--- src/rtl/pipe_reg_elastic.sv ---
// DEPTH-stage elastic pipeline register: valid/ready handshake, bubble collapsing, sync flush, occupancy.
// Latency DEPTH cycles; backpressure ripples combinationally from out_ready; `PIPE_REG_STALL_CNT_EN adds stall_cnt.
module pipe_reg_elastic #(
   parameter int               WIDTH     = 32,
   parameter int               DEPTH     = 2,
   parameter logic [WIDTH-1:0] RESET_VAL = '0,
   localparam int              OCC_W     = $clog2(DEPTH+1)
) (
   input  logic             clk,
   input  logic             rst,
   input  logic             flush,
   input  logic             in_valid,
   output logic             in_ready,
   input  logic [WIDTH-1:0] in_data,
   output logic             out_valid,
   input  logic             out_ready,
   output logic [WIDTH-1:0] out_data,
   output logic [OCC_W-1:0] occupancy
`ifdef PIPE_REG_STALL_CNT_EN
   ,
   output logic [31:0]      stall_cnt
`endif
);

   logic [WIDTH-1:0] data_q [DEPTH];
   logic [DEPTH-1:0] v_q;
   logic [DEPTH-1:0] v_nxt;
   logic [DEPTH-1:0] rdy;
   logic [DEPTH-1:0] ld;
   logic [OCC_W-1:0] occ_nxt;

   // A stage can take a new word if it is empty or anything downstream of it can move.
   always_comb begin
      logic r;
      rdy = '0;
      r   = out_ready;
      for (int k = DEPTH-1; k >= 0; k--) begin
         r      = !v_q[k] || r;
         rdy[k] = r;
      end
   end

   always_comb begin
      v_nxt = v_q;
      ld    = '0;
      if (flush) begin
         v_nxt = '0;
      end else begin
         if (rdy[0]) begin
            v_nxt[0] = in_valid;
            ld[0]    = in_valid;
         end
         for (int k = 1; k < DEPTH; k++) begin
            if (rdy[k]) begin
               v_nxt[k] = v_q[k-1];
               ld[k]    = v_q[k-1];
            end
         end
      end
   end

   always_comb begin
      occ_nxt = '0;
      for (int k = 0; k < DEPTH; k++) begin
         occ_nxt = occ_nxt + OCC_W'(v_nxt[k]);
      end
   end

   always_ff @(posedge clk or posedge rst) begin
      if (rst) begin
         v_q       <= '0;
         occupancy <= '0;
      end else begin
         v_q       <= v_nxt;
         occupancy <= occ_nxt;
      end
   end

   // Data only moves on a valid transfer; flushed stages keep stale data.
   always_ff @(posedge clk or posedge rst) begin
      if (rst) begin
         for (int k = 0; k < DEPTH; k++) begin
            data_q[k] <= RESET_VAL;
         end
      end else begin
         if (ld[0]) begin
            data_q[0] <= in_data;
         end
         for (int k = 1; k < DEPTH; k++) begin
            if (ld[k]) begin
               data_q[k] <= data_q[k-1];
            end
         end
      end
   end

   assign in_ready  = rdy[0] && !flush;
   assign out_valid = v_q[DEPTH-1] && !flush;
   assign out_data  = data_q[DEPTH-1];

`ifdef PIPE_REG_STALL_CNT_EN
   always_ff @(posedge clk or posedge rst) begin
      if (rst) begin
         stall_cnt <= '0;
      end else if (out_valid && !out_ready && (stall_cnt != 32'hFFFF_FFFF)) begin
         stall_cnt <= stall_cnt + 32'd1;
      end
   end
`endif

endmodule

--- config.mk ---
export PLATFORM = sky130hd
export DESIGN_NAME = pipe_reg_elastic
export DESIGN_NICKNAME = d
export VERILOG_FILES = /design/src/rtl/pipe_reg_elastic.sv
export SDC_FILE = /design/constraint.sdc
export NUM_CORES = 1
export LEC_CHECK = 0
export CELL_PAD_IN_SITES_DETAIL_PLACEMENT = 0
export CELL_PAD_IN_SITES_GLOBAL_PLACEMENT = 1
export CORE_UTILIZATION = 30
export CTS_CLUSTER_SIZE = 24
export DETAILED_ROUTE_END_ITERATION = 10
export GPL_TIMING_DRIVEN = 0
export PLACE_DENSITY_LB_ADDON = 0.05
export RECOVER_POWER = 100
export SKIP_LAST_GASP = 1
export SLEW_MARGIN = 40
export SYNTH_ARGS = -nofsm -noshare
export SYNTH_HDL_FRONTEND = slang
export SYNTH_SLANG_ARGS = --single-unit
--- constraint.sdc ---
create_clock -name clk -period 2.4 [get_ports clk]
set_clock_uncertainty 0.1 [all_clocks]
set_input_delay 0.48 -clock clk [delete_from_list [all_inputs] [get_ports clk]]
set_output_delay 0.48 -clock clk [all_outputs]
set_load 0.02 [all_outputs]
## Word-level counts from Yosys, hierarchy flattened

Cells that the tools add are included.

| cells by class | value |
|---|---|
| $add $sub $neg | 1 |
| muxes and demuxes | 6 |
| reduce and logical (&&, ||, !) cells | 7 |

Operators with widths:

| operator | number |
|---|---|
| $mux W1 | 4 |
| $mux W2 | 2 |
| $logic_not A1 Y1 | 3 |
| $add A1 B1 Y2 | 1 |
| $logic_and A1 B1 Y1 | 2 |
| $logic_or A1 B1 Y1 | 2 |

| storage, ports and cells | value |
|---|---|
| register bits after elaboration | 68 |
| input bits | 37 |
| output and inout bits | 36 |
| word-level logic and storage cells | 18 |

## Longest topological paths before layout

| depth | value |
|---|---|
| depth in word-level cells | 6 |
| depth in mapped cells | 5 |
| depth with buffers taken out | 4 |

## Worst setup path after synthesis

Ideal clock, no wire load.

| timing | value |
|---|---|
| path kind | input-to-reg |
| start | input out_ready |
| end | register data_q[32] (netlist name) |
| setup time | 0.125 ns |
| arrival | 1.579 ns |
| required time | 2.175 ns |
| slack | 0.596 ns |
| stages | 5 |
| path buffers | 2 |
| path through | and3b_1 or3b_1 buf_6 buf_12 mux2_4 |

| on the way | value |
|---|---|
| word-level cells in the longest chain between the ends | 4 |

Ends and longest elaborated chain:

| item | RTL line | text |
|---|---|---|
| start: declaration | 16 | `input logic out_ready,` |
| $logic_or A1 B1 Y1 (2 in series) | 38 | `r = !v_q[k] \|\| r;` |
| $mux W1 | 49 | `if (rdy[0]) begin` |
| $mux W2 | 46 | `if (flush) begin` |
| end signal: indexed assignment | 91 | `data_q[k] <= data_q[k-1];` |
| end: declaration | 25 | `logic [WIDTH-1:0] data_q [DEPTH];` |

No other way between the ends.
A chain may end at the register's enable or synchronous reset.

## Worst setup path in the final report

| timing | value |
|---|---|
| start | input flush |
| end | output out_valid |

| on the way | value |
|---|---|
| word-level cells in the longest chain between the ends | 2 |

Ends and longest elaborated chain:

| item | RTL line | text |
|---|---|---|
| start: declaration | 11 | `input logic flush,` |
| $logic_not A1 Y1 | 98 | `assign out_valid = v_q[DEPTH-1] && !flush;` |
| $logic_and A1 B1 Y1 | 98 |  |
| end: declaration | 15 | `output logic out_valid,` |

No other way between the ends.

==> metrics.txt <==
status completed; PD cells 918.4 nW/um^2; DPL Wire Length 3430 um; Netlist Area Pre-Place ~3000 um^2; Crit Path Class input port to output pin; final setup fails 0; width of the chip slightly above 100 um; CTS root buffer clkbuf_8; Syn Inst Count 183; drt wl/cell about 13 um; crit-path max cell delay ~0.6 ns; drc violations 0; RSZ-0062 raised after global routing no; fin crit period around 2.3 ns; Final Slew Violations 0; CTS buffer count 9; total track usage a little under an eighth; Skew-Pair Late Insertion Delay roughly 0.33 ns; setup tns final 0 ns; nets roughly 300; CP arrival ~1.8 ns; TritonCTS Sinks between 60 and 70; DR iter-0 viols 15; layout cells sized above 1 about 33%; clock-pin slew on the worst setup and hold paths around 0.060 ns; count of cell types in the netlist 15; CP required around 1.8 ns; post-route setup slack roughly 0.07 ns; Pre-antenna DRT Iters 4; core box area 9371 um^2; fmax roughly 430 MHz; headroom to the max-slew limit roughly 10%; Yosys reg bits 68; CP endpoint kind output pin; Syn Nets roughly 220; Via density roughly 4.0; remaining antenna violation count 0; final hold vios 0; Post-Place Worst Slack -0.1231 ns; largest net degree at the start of global routing 36; Placed Instances 385; FP Rows 35; global-route wire length before repair 8452 um; sequential area share after synthesis 57.87%; Final period util roughly 97%; Worst path most repeated cell clkdlybuf4s50_1; die height between 100 and 150 um; via count 1605; die area about 10000 um^2; CTS tree yes; setup bufs post-CTS 0; Ys Warns 0; non-filler cells, final about 400; CP Max Fanout 6; final wirelength ~5000 um; worst reg2reg path depth 5; Layout area overhead 34.04%; Remaining Overflow, GRT 0; Final GP Congestion about 0.65; CP max stage cell clkdlybuf4s50_1; # IOs between 70 and 80; Max-Cap Viols 0; vias in the first global route 1639; actual slew at the worst max-slew pin between 1 and 1.5 ns; Initial Util roughly a third; Cell Chain, Critical Path clkdlybuf4s50_1, nor2b_1, clkdlybuf4s50_1; leak pwr 1.744 nW; H-tree depth 3; antenna cell count 0; cts hold-fix bufs 0; syn avg cell area about 16 um^2; CTS max path bufs 2; worst hold path class register to register; input/output buffers approximately 70; Worst Hold Path Cells 1; initial antenna violation count 0; Worst setup SP type input port; VDD IR max roughly 330 uV
==> per-stage QoR <==
| step | instance area (um^2) | total power (W) | hold slack, ns | util [%] |
|---|---|---|---|---|
| floorplan | 2940 | 0.002295 | 0.3736 | - |
| global placement | 3822 | 0.002754 | 0.3843 | 40.79 |
| detailed placement | 3847 | 0.002765 | 0.3912 | 41.05 |
| CTS | 4064 | 0.003831 | 0.4072 | 43.36 |
| global route | 3941 | 0.003833 | 0.4111 | 42.06 |
| finish | 3941 | 0.003620 | 0.3949 | 42.06 |
==> power breakdown <==
part	leakage [nW]	switching (W)	internal (W)	total, W
Sequential	0.810	0.000118	0.00139	0.00151
Clock	0.107	0.000423	0.000613	0.00104
Combinational	0.828	0.000423	0.000647	0.00107
Total	1.74	0.000965	0.00265	0.00362
==> critical path, delay by kind of cell <==
family,cells,cell delay (ns)
buffers and inverters,2,1.11
AND/OR/NAND/NOR,1,0.15
==> area by class of cell <==
| type | count | area [um^2] |
|---|---|---|
| clock inverters | 4 | 72.57 |
| plain buffers | 39 | 319.1 |
| flip-flops and latches | 68 | 1702 |
| inverters | 1 | 3.754 |
| well taps | 129 | 161.4 |
| clock buffers | 12 | 145.1 |
| fillers | 933 | 5430 |
| repair buffers | 73 | 730.7 |
| multi-input cells | 75 | 807.0 |
==> state kept, by name (all words and copies together) (netlist names) <==
signal,count
data_q,32
v_q,2
out_data,32
occupancy,2
==> cells by family after synthesis <==
family / Yosys count / synth area share, %
fa+ha+maj: 1 / 0.4255
buf+inv: 40 / 11.23
flops: 68 / 57.87
mux: 64 / 28.34
simple gates: 10 / 2.128
==> timing repair <==
| action | 4_1_cts | 5_1_grt |
|---|---|---|
| hold endpoints to repair | 0 | 0 |
| resized for setup | 1 | 0 |
| endpoints found under the setup margin | 1 | 0 |
==> path summary, 6_finish.rpt <==
check	slack [ns]	start	endpoint
max	0.07	flush	out_valid
min	0.39	data_q[39]	data_q[39]
max reg2reg	0.43	v_q[0]	data_q[47]
min reg2reg	0.39	data_q[39]	data_q[39]
max in group asynchronous	0.37	rst	data_q[52]
min in group asynchronous	0.88	rst	out_data[4]
==> metal layers <==
metal | vias to the layer above | global-route usage [%] | routed length [um]
li1 | 764 | - | -
met1 | 777 | 16.20 | 2597
met2 | 55 | 15.07 | 2097
met3 | 9 | 4.716 | 307
met4 | 0 | 3.679 | 76
met5 | - | 0 | 0
==> placed cells by master, fill, tap and decap left out, drive strengths merged <==
master,instances
and3b,1
buf,36
nor3b,1
dfrtp,68
clkbuf,16
dlygate4sd3,36
nor2b,1
bufinv,2
clkinv,1
ha,1
clkdlybuf4s50,35
and2b,1
dlygate4sd2,1
or3b,1
clkinvlp,1
mux2,64
inv,1
nor2,5
==> Yosys cell counts, drive strengths merged <==
library cell	count	area share, %
buf	39	11
ha	1	0.43
and2b	1	0.26
nor2b	1	0.21
nor3b	1	0.43
inv	1	0.13
and3b	1	0.30
or3b	1	0.30
mux2	64	28
nor2	5	0.64
dfrtp	68	58
Note: power is estimated with default switching activity, not from simulation.
